## config.mk

```make
export PLATFORM = sky130hd
export DESIGN_NAME = ghost_mover
export DESIGN_NICKNAME = d
export VERILOG_FILES = /design/src/rtl/ghost_mover.sv
export SDC_FILE = /design/constraint.sdc
export NUM_CORES = 1
export LEC_CHECK = 0
export CAP_MARGIN = 20
export CORE_MARGIN = 5
export CORE_UTILIZATION = 41
export CTS_BUF_LIST = sky130_fd_sc_hd__clkbuf_4
export DETAILED_ROUTE_END_ITERATION = 10
export PLACE_DENSITY = 0.61
export SYNTH_ARGS = -nofsm -noshare
export SYNTH_HDL_FRONTEND = slang
export SYNTH_SLANG_ARGS = --single-unit
export TNS_END_PERCENT = 100
```

## constraint.sdc

```tcl
create_clock -name clk -period 8.34 [get_ports clk]
set_clock_uncertainty 0.05 [all_clocks]
set_input_delay 1.668 -clock clk [delete_from_list [all_inputs] [get_ports clk]]
set_output_delay 1.668 -clock clk [all_outputs]
set_load 0.01 [all_outputs]
```

## src/rtl/ghost_mover.sv

```systemverilog
// Single-ghost movement engine: tick divider, chase/scatter/respawn mode FSM,
// greedy direction choice toward the current target and a saturating position step.
module ghost_mover #(
  parameter int START_X       = 320,
  parameter int START_Y       = 240,
  parameter int STEP          = 2,
  parameter int TICK_DIV      = 400000,
  parameter int CORNER_X      = 16,
  parameter int CORNER_Y      = 16,
  parameter int CHASE_TICKS   = 1000,
  parameter int SCATTER_TICKS = 300,
  parameter int RESPAWN_TICKS = 150,
  parameter int X_MIN         = 0,
  parameter int X_MAX         = 639,
  parameter int Y_MIN         = 0,
  parameter int Y_MAX         = 479
) (
  input  logic       clk,
  input  logic       rst,
  input  logic       en,
  input  logic       restart,
  input  logic [9:0] PacX,
  input  logic [8:0] PacY,
  input  logic [3:0] blocked,
  output logic [9:0] GhostX,
  output logic [8:0] GhostY,
  output logic [1:0] dir,
  output logic [1:0] mode,
  output logic       moved
);

  localparam logic [1:0] IDLE    = 2'd0;
  localparam logic [1:0] CHASE   = 2'd1;
  localparam logic [1:0] SCATTER = 2'd2;
  localparam logic [1:0] RESPAWN = 2'd3;

  localparam logic [1:0] UP    = 2'd0;
  localparam logic [1:0] DOWN  = 2'd1;
  localparam logic [1:0] LEFT  = 2'd2;
  localparam logic [1:0] RIGHT = 2'd3;

  localparam int CNT_W = $clog2(TICK_DIV);
  localparam int T_MAX = (CHASE_TICKS > SCATTER_TICKS)
                         ? ((CHASE_TICKS > RESPAWN_TICKS) ? CHASE_TICKS : RESPAWN_TICKS)
                         : ((SCATTER_TICKS > RESPAWN_TICKS) ? SCATTER_TICKS : RESPAWN_TICKS);
  localparam int TMR_W = $clog2(T_MAX + 1);

  localparam logic [CNT_W-1:0] CNT_LAST     = CNT_W'(TICK_DIV - 1);
  localparam logic [TMR_W-1:0] CHASE_LAST   = TMR_W'(CHASE_TICKS - 1);
  localparam logic [TMR_W-1:0] SCATTER_LAST = TMR_W'(SCATTER_TICKS - 1);
  localparam logic [TMR_W-1:0] RESPAWN_LAST = TMR_W'(RESPAWN_TICKS - 1);

  localparam logic signed [11:0] STEP_X = 12'(STEP);
  localparam logic signed [10:0] STEP_Y = 11'(STEP);
  localparam logic signed [11:0] X_LO   = 12'(X_MIN);
  localparam logic signed [11:0] X_HI   = 12'(X_MAX);
  localparam logic signed [10:0] Y_LO   = 11'(Y_MIN);
  localparam logic signed [10:0] Y_HI   = 11'(Y_MAX);

  logic [CNT_W-1:0] cnt_reg, cnt_next;
  logic [TMR_W-1:0] timer_reg, timer_next;
  logic [1:0]       mode_reg, mode_next;
  logic [1:0]       dir_reg, dir_next;
  logic [9:0]       x_reg, x_next;
  logic [8:0]       y_reg, y_next;
  logic             moved_reg, moved_next;
  logic             tick;

  logic [9:0]         tgt_x;
  logic [8:0]         tgt_y;
  logic signed [10:0] dx;
  logic signed [9:0]  dy;
  logic [10:0]        adx;
  logic [9:0]         ady;
  logic [1:0]         prim, sec, rev, pick;
  logic               sec_ok, has_tgt, found;
  logic [1:0]         cand [7];
  logic [6:0]         cand_ok;

  logic signed [11:0] step_x;
  logic signed [10:0] step_y;
  logic [9:0]         x_sat;
  logic [8:0]         y_sat;

  assign tick = en && (cnt_reg == CNT_LAST);

  always_comb begin
    tgt_x = (mode_reg == SCATTER) ? 10'(CORNER_X) : PacX;
    tgt_y = (mode_reg == SCATTER) ? 9'(CORNER_Y) : PacY;
    dx    = $signed({1'b0, tgt_x}) - $signed({1'b0, x_reg});
    dy    = $signed({1'b0, tgt_y}) - $signed({1'b0, y_reg});
    adx   = dx[10] ? -dx : dx;
    ady   = dy[9] ? -dy : dy;
    has_tgt = (dx != 0) || (dy != 0);
    // Ties on |dx| == |dy| resolve to the X axis.
    if (adx >= {1'b0, ady}) begin
      prim   = dx[10] ? LEFT : RIGHT;
      sec    = dy[9] ? UP : DOWN;
      sec_ok = (dy != 0);
    end else begin
      prim   = dy[9] ? UP : DOWN;
      sec    = dx[10] ? LEFT : RIGHT;
      sec_ok = (dx != 0);
    end
    rev     = {dir_reg[1], ~dir_reg[0]};
    cand[0] = prim;
    cand[1] = sec;
    cand[2] = dir_reg;
    for (int i = 0; i < 4; i++) cand[i+3] = 2'(i);
    cand_ok = {4'b1111, 1'b1, sec_ok, 1'b1} & {7{has_tgt}};
    found   = 1'b0;
    pick    = rev;
    // Scan from lowest priority up so the highest-priority open candidate wins.
    for (int i = 6; i >= 0; i--) begin
      if (cand_ok[i] && !blocked[cand[i]] && (cand[i] != rev)) begin
        found = 1'b1;
        pick  = cand[i];
      end
    end
    if (!found && has_tgt && !blocked[rev]) found = 1'b1;
  end

  always_comb begin
    step_x = $signed({2'b00, x_reg});
    step_y = $signed({2'b00, y_reg});
    case (pick)
      UP:      step_y = step_y - STEP_Y;
      DOWN:    step_y = step_y + STEP_Y;
      LEFT:    step_x = step_x - STEP_X;
      default: step_x = step_x + STEP_X;
    endcase
    if (step_x < X_LO)      x_sat = 10'(X_MIN);
    else if (step_x > X_HI) x_sat = 10'(X_MAX);
    else                    x_sat = step_x[9:0];
    if (step_y < Y_LO)      y_sat = 9'(Y_MIN);
    else if (step_y > Y_HI) y_sat = 9'(Y_MAX);
    else                    y_sat = step_y[8:0];
  end

  always_comb begin
    cnt_next   = cnt_reg;
    timer_next = timer_reg;
    mode_next  = mode_reg;
    dir_next   = dir_reg;
    x_next     = x_reg;
    y_next     = y_reg;
    moved_next = 1'b0;
    if (en) cnt_next = tick ? '0 : cnt_reg + CNT_W'(1);
    // Restart wins over a coincident tick and is honoured even while frozen.
    if (restart && (mode_reg != IDLE)) begin
      x_next     = 10'(START_X);
      y_next     = 9'(START_Y);
      dir_next   = UP;
      mode_next  = RESPAWN;
      timer_next = '0;
    end else if (en) begin
      if (mode_reg == IDLE) begin
        mode_next  = CHASE;
        timer_next = '0;
      end else if (tick) begin
        if ((mode_reg != RESPAWN) && found) begin
          dir_next   = pick;
          x_next     = x_sat;
          y_next     = y_sat;
          moved_next = (x_sat != x_reg) || (y_sat != y_reg);
        end
        timer_next = timer_reg + TMR_W'(1);
        case (mode_reg)
          CHASE:   if (timer_reg == CHASE_LAST)   begin mode_next = SCATTER; timer_next = '0; end
          SCATTER: if (timer_reg == SCATTER_LAST) begin mode_next = CHASE;   timer_next = '0; end
          default: if (timer_reg == RESPAWN_LAST) begin mode_next = CHASE;   timer_next = '0; end
        endcase
      end
    end
  end

  always_ff @(posedge clk or negedge rst) begin
    if (!rst) begin
      cnt_reg   <= '0;
      timer_reg <= '0;
      mode_reg  <= IDLE;
      dir_reg   <= UP;
      x_reg     <= 10'(START_X);
      y_reg     <= 9'(START_Y);
      moved_reg <= 1'b0;
    end else begin
      cnt_reg   <= cnt_next;
      timer_reg <= timer_next;
      mode_reg  <= mode_next;
      dir_reg   <= dir_next;
      x_reg     <= x_next;
      y_reg     <= y_next;
      moved_reg <= moved_next;
    end
  end

  assign GhostX = x_reg;
  assign GhostY = y_reg;
  assign dir    = dir_reg;
  assign mode   = mode_reg;
  assign moved  = moved_reg;

endmodule

```

==> qor.txt <==
die area: 17400 µm²
global placer's final weighted congestion: 1.02
1st-pass router iterations: 5
main combinational cell family by area after synthesis: simple AND/OR/NAND/NOR gates
synthesis-to-finish area growth: 20.3%
register area: 1330 µm²
FFs w/ async S/R, synth: 1.00
Crit Path Category: primary input to register
total of warnings raised by yosys: 0
wire length on met1: 8.64 mm
TNS Setup: 0 ns
H-Tree Depth: 2
I/O pins: 51
Slew Viols, Final: 0
CTS Buffer Depth: 2
Worst Max-Slew Pin Slew: 0.785 ns
Max Cap Violations: 0
Remaining DRCs: 0
Leakage: 3.17 nW
hold_buf cts: 0
Iter 0 DRT Violations: 510
RSZ-0062 raised after global routing: false
Nets: 967
worst slew margin relative to its limit: 0.477
vias in the first global route: 6206
core footprint: 14500 µm²
CP Max Fanout: 9
maximum clock frequency: 126 MHz
initial core utilization: 0.419
Unique masters post-synth: 86
vias: 6394
Final Setup Violations: 0
Largest stage delay, worst path: 0.48 ns
multi-input logic area: 4550 µm²
Critical Path Most Common Cell: nand2b_1
antenna-violating nets left: 0
Compound-Gate Fraction of Synth Area: 0.250
setup bufs post-CTS: 0
pwr dens: 361 nW/µm²
fin crit share: 0.948
Synth Area per Inst: 7.64 µm²
Buf/Inv on CP: 2
#FFs+latches synth: 53
initial antenna violation count: 0
Syn Std Cell Area: 6090 µm²
Post-CTS Resized: 0
slowest CP cell: clkdlybuf4s50_1
FILL cells: 1435
Top Metal Used: met4
peak supply drop: 184 µV
Routed WL per cell: 17.1 µm
hpwl dp: 14.6 mm
Worst EP required: 8.57 ns
Num CTS Buffers: 5
Simple-Gate Fraction of Synth Area: 0.291
CTS root buf: clkbuf_4
XOR/XNOR share of the synthesized area: 0.0705
cells after synthesis: 797
Crit. End Element: register
Arr. time, crit path: 8.13 ns
clock-pin slew on the worst setup and hold paths: 0.18 ns
Largest register FFs: 19
reg2reg setup slack: 0.75 ns
CTS sink count: 53
Adder-Cell Fraction of Synth Area: 0.0970
gr usage total: 0.207
Total Power: 2.65 mW
largest net degree at the start of global routing: 54
# rows: 44
width of the die: 132 µm
Post-synth top flop: dfrtp_1
minimum clock period: 7.91 ns
Chip Height: 132 µm
port bufs: 50
Remaining Overflow, GRT: 0
design area: 7320 µm²
WL met3: 996 µm
CP startpoint kind: primary input
Post-Route WL: 18.5 mm
Clk Latency, worst-skew pair: 0.41 ns
Syn Nets: 870
Final Hold Fails: 0
multiplexer share of the synthesized area: 0.0294
TritonCTS clock tree: yes
critical path's top delay family: compound AO/OA/AOI/OAI gates
Seq/Total Area, Yosys: 0.219
worst min path class: register to register
WHS: 0.442 ns
ratio of cells with drive above 1 in the final layout: 0.137
Routed met2 length: 8.41 mm
Via density: 5.93
EDFF count, synth: 0
outcome: completed
Post-DP Area: 7210 µm²
first-pass GRT wire length: 30.8 mm
n_diodes: 0
[logic make-up after synthesis]
logic type / Yosys count
flip-flops: 53
adder cells (fa/ha/maj): 46
multiplexers: 16
AO/OA/AOI/OAI: 220
AND/OR/NAND/NOR: 349
buffers and inverters: 64
XOR/XNOR: 49
[synth_stat cells, drive strengths merged, types with 4 or more instances]
master	number	share of area
ha	44	0.090
o21ai	56	0.046
nor2b	21	0.022
o211ai	6	0.0074
o21a	4	0.0049
a211oi	12	0.016
nor3	27	0.022
mux2	5	0.0092
inv	35	0.022
nand3	34	0.028
nand2b	18	0.018
buf	8	0.0090
nor4	6	0.0062
dfstp	6	0.026
xnor2	24	0.035
a21boi	6	0.0074
or4	4	0.0055
a21oi	45	0.039
a211o	4	0.0058
a31oi	5	0.0051
nand4	15	0.015
a2111o	4	0.0074
nand2	87	0.054
clkbuf	20	0.012
o22ai	13	0.014
o211a	4	0.0066
nor2	77	0.048
mux2i	10	0.016
or2	7	0.0072
and2	16	0.016
xor2	25	0.036
and3	11	0.011
or3	11	0.012
dfrtp	47	0.19
a21o	14	0.017
[worst paths after layout]
kind,start,to,cells after the start
max in group asynchronous,rst,moved$_DFF_PN0_,2
min in group asynchronous,rst,cnt_reg[4]$_DFFE_PN0P_,2
worst min-delay path,cnt_reg[4]$_DFFE_PN0P_,cnt_reg[4]$_DFFE_PN0P_,1
worst max-delay path,PacX[0],moved$_DFF_PN0_,28
worst min register to register,cnt_reg[4]$_DFFE_PN0P_,cnt_reg[4]$_DFFE_PN0P_,1
worst max register to register,mode[0]$_DFFE_PN0P_,moved$_DFF_PN0_,31
[power by group]
group          internal (mW)  switching (mW)  leakage [nW]
Clock                 0.0331          0.0929        0.0292
Combinational           1.03            1.19          2.44
Sequential             0.279          0.0266         0.702
[cell usage in the layout, fill, tap and decap left out, types with 5 or more instances in the layout]
cell type,instances
buf_4,67
or2_2,5
ha_1,44
a21boi_0,6
xor2_1,24
xnor2_1,24
nor3_1,27
a211oi_1,9
mux2i_1,9
nand2b_1,18
and2_1,15
a21o_1,12
nor2_1,76
or3_1,10
o21ai_1,6
and3_1,11
o21ai_0,50
mux2_2,5
dfstp_2,6
a21oi_1,41
clkdlybuf4s50_1,49
clkbuf_4,5
o211ai_1,6
nand3_1,34
inv_1,35
nand2_1,86
dfrtp_1,47
nand4_1,15
nor4_1,6
o22ai_1,11
nor2b_1,20
[metrics by stage]
| step | worst slack (ns) | std cells | utilization |
|---|---|---|---|
| floorplan | 0.554 | 797 | - |
| global placement | -0.00159 | 1071 | 0.496 |
| detailed placement | -0.211 | 1071 | 0.496 |
| CTS | 0.206 | 1079 | 0.500 |
| global route | 0.0326 | 1079 | 0.504 |
| finish | 0.431 | 1079 | 0.504 |
[layout make-up]
cell class,count,area share
Multi-Input combinational cell,680,0.621
Sequential cell,53,0.182
Timing Repair Buffer,118,0.139
Tap cell,184,0.0314
Inverter,36,0.0184
Clock buffer,5,0.00512
Clock inverter,3,0.00273
[routing by layer]
metal / GRT usage / vias to the layer above
li1: - / 3129
met1: 0.292 / 3005
met2: 0.327 / 223
met3: 0.0332 / 37
met4: 0.0594 / 0
met5: 0 / -
(Power assumes the default switching activity.)
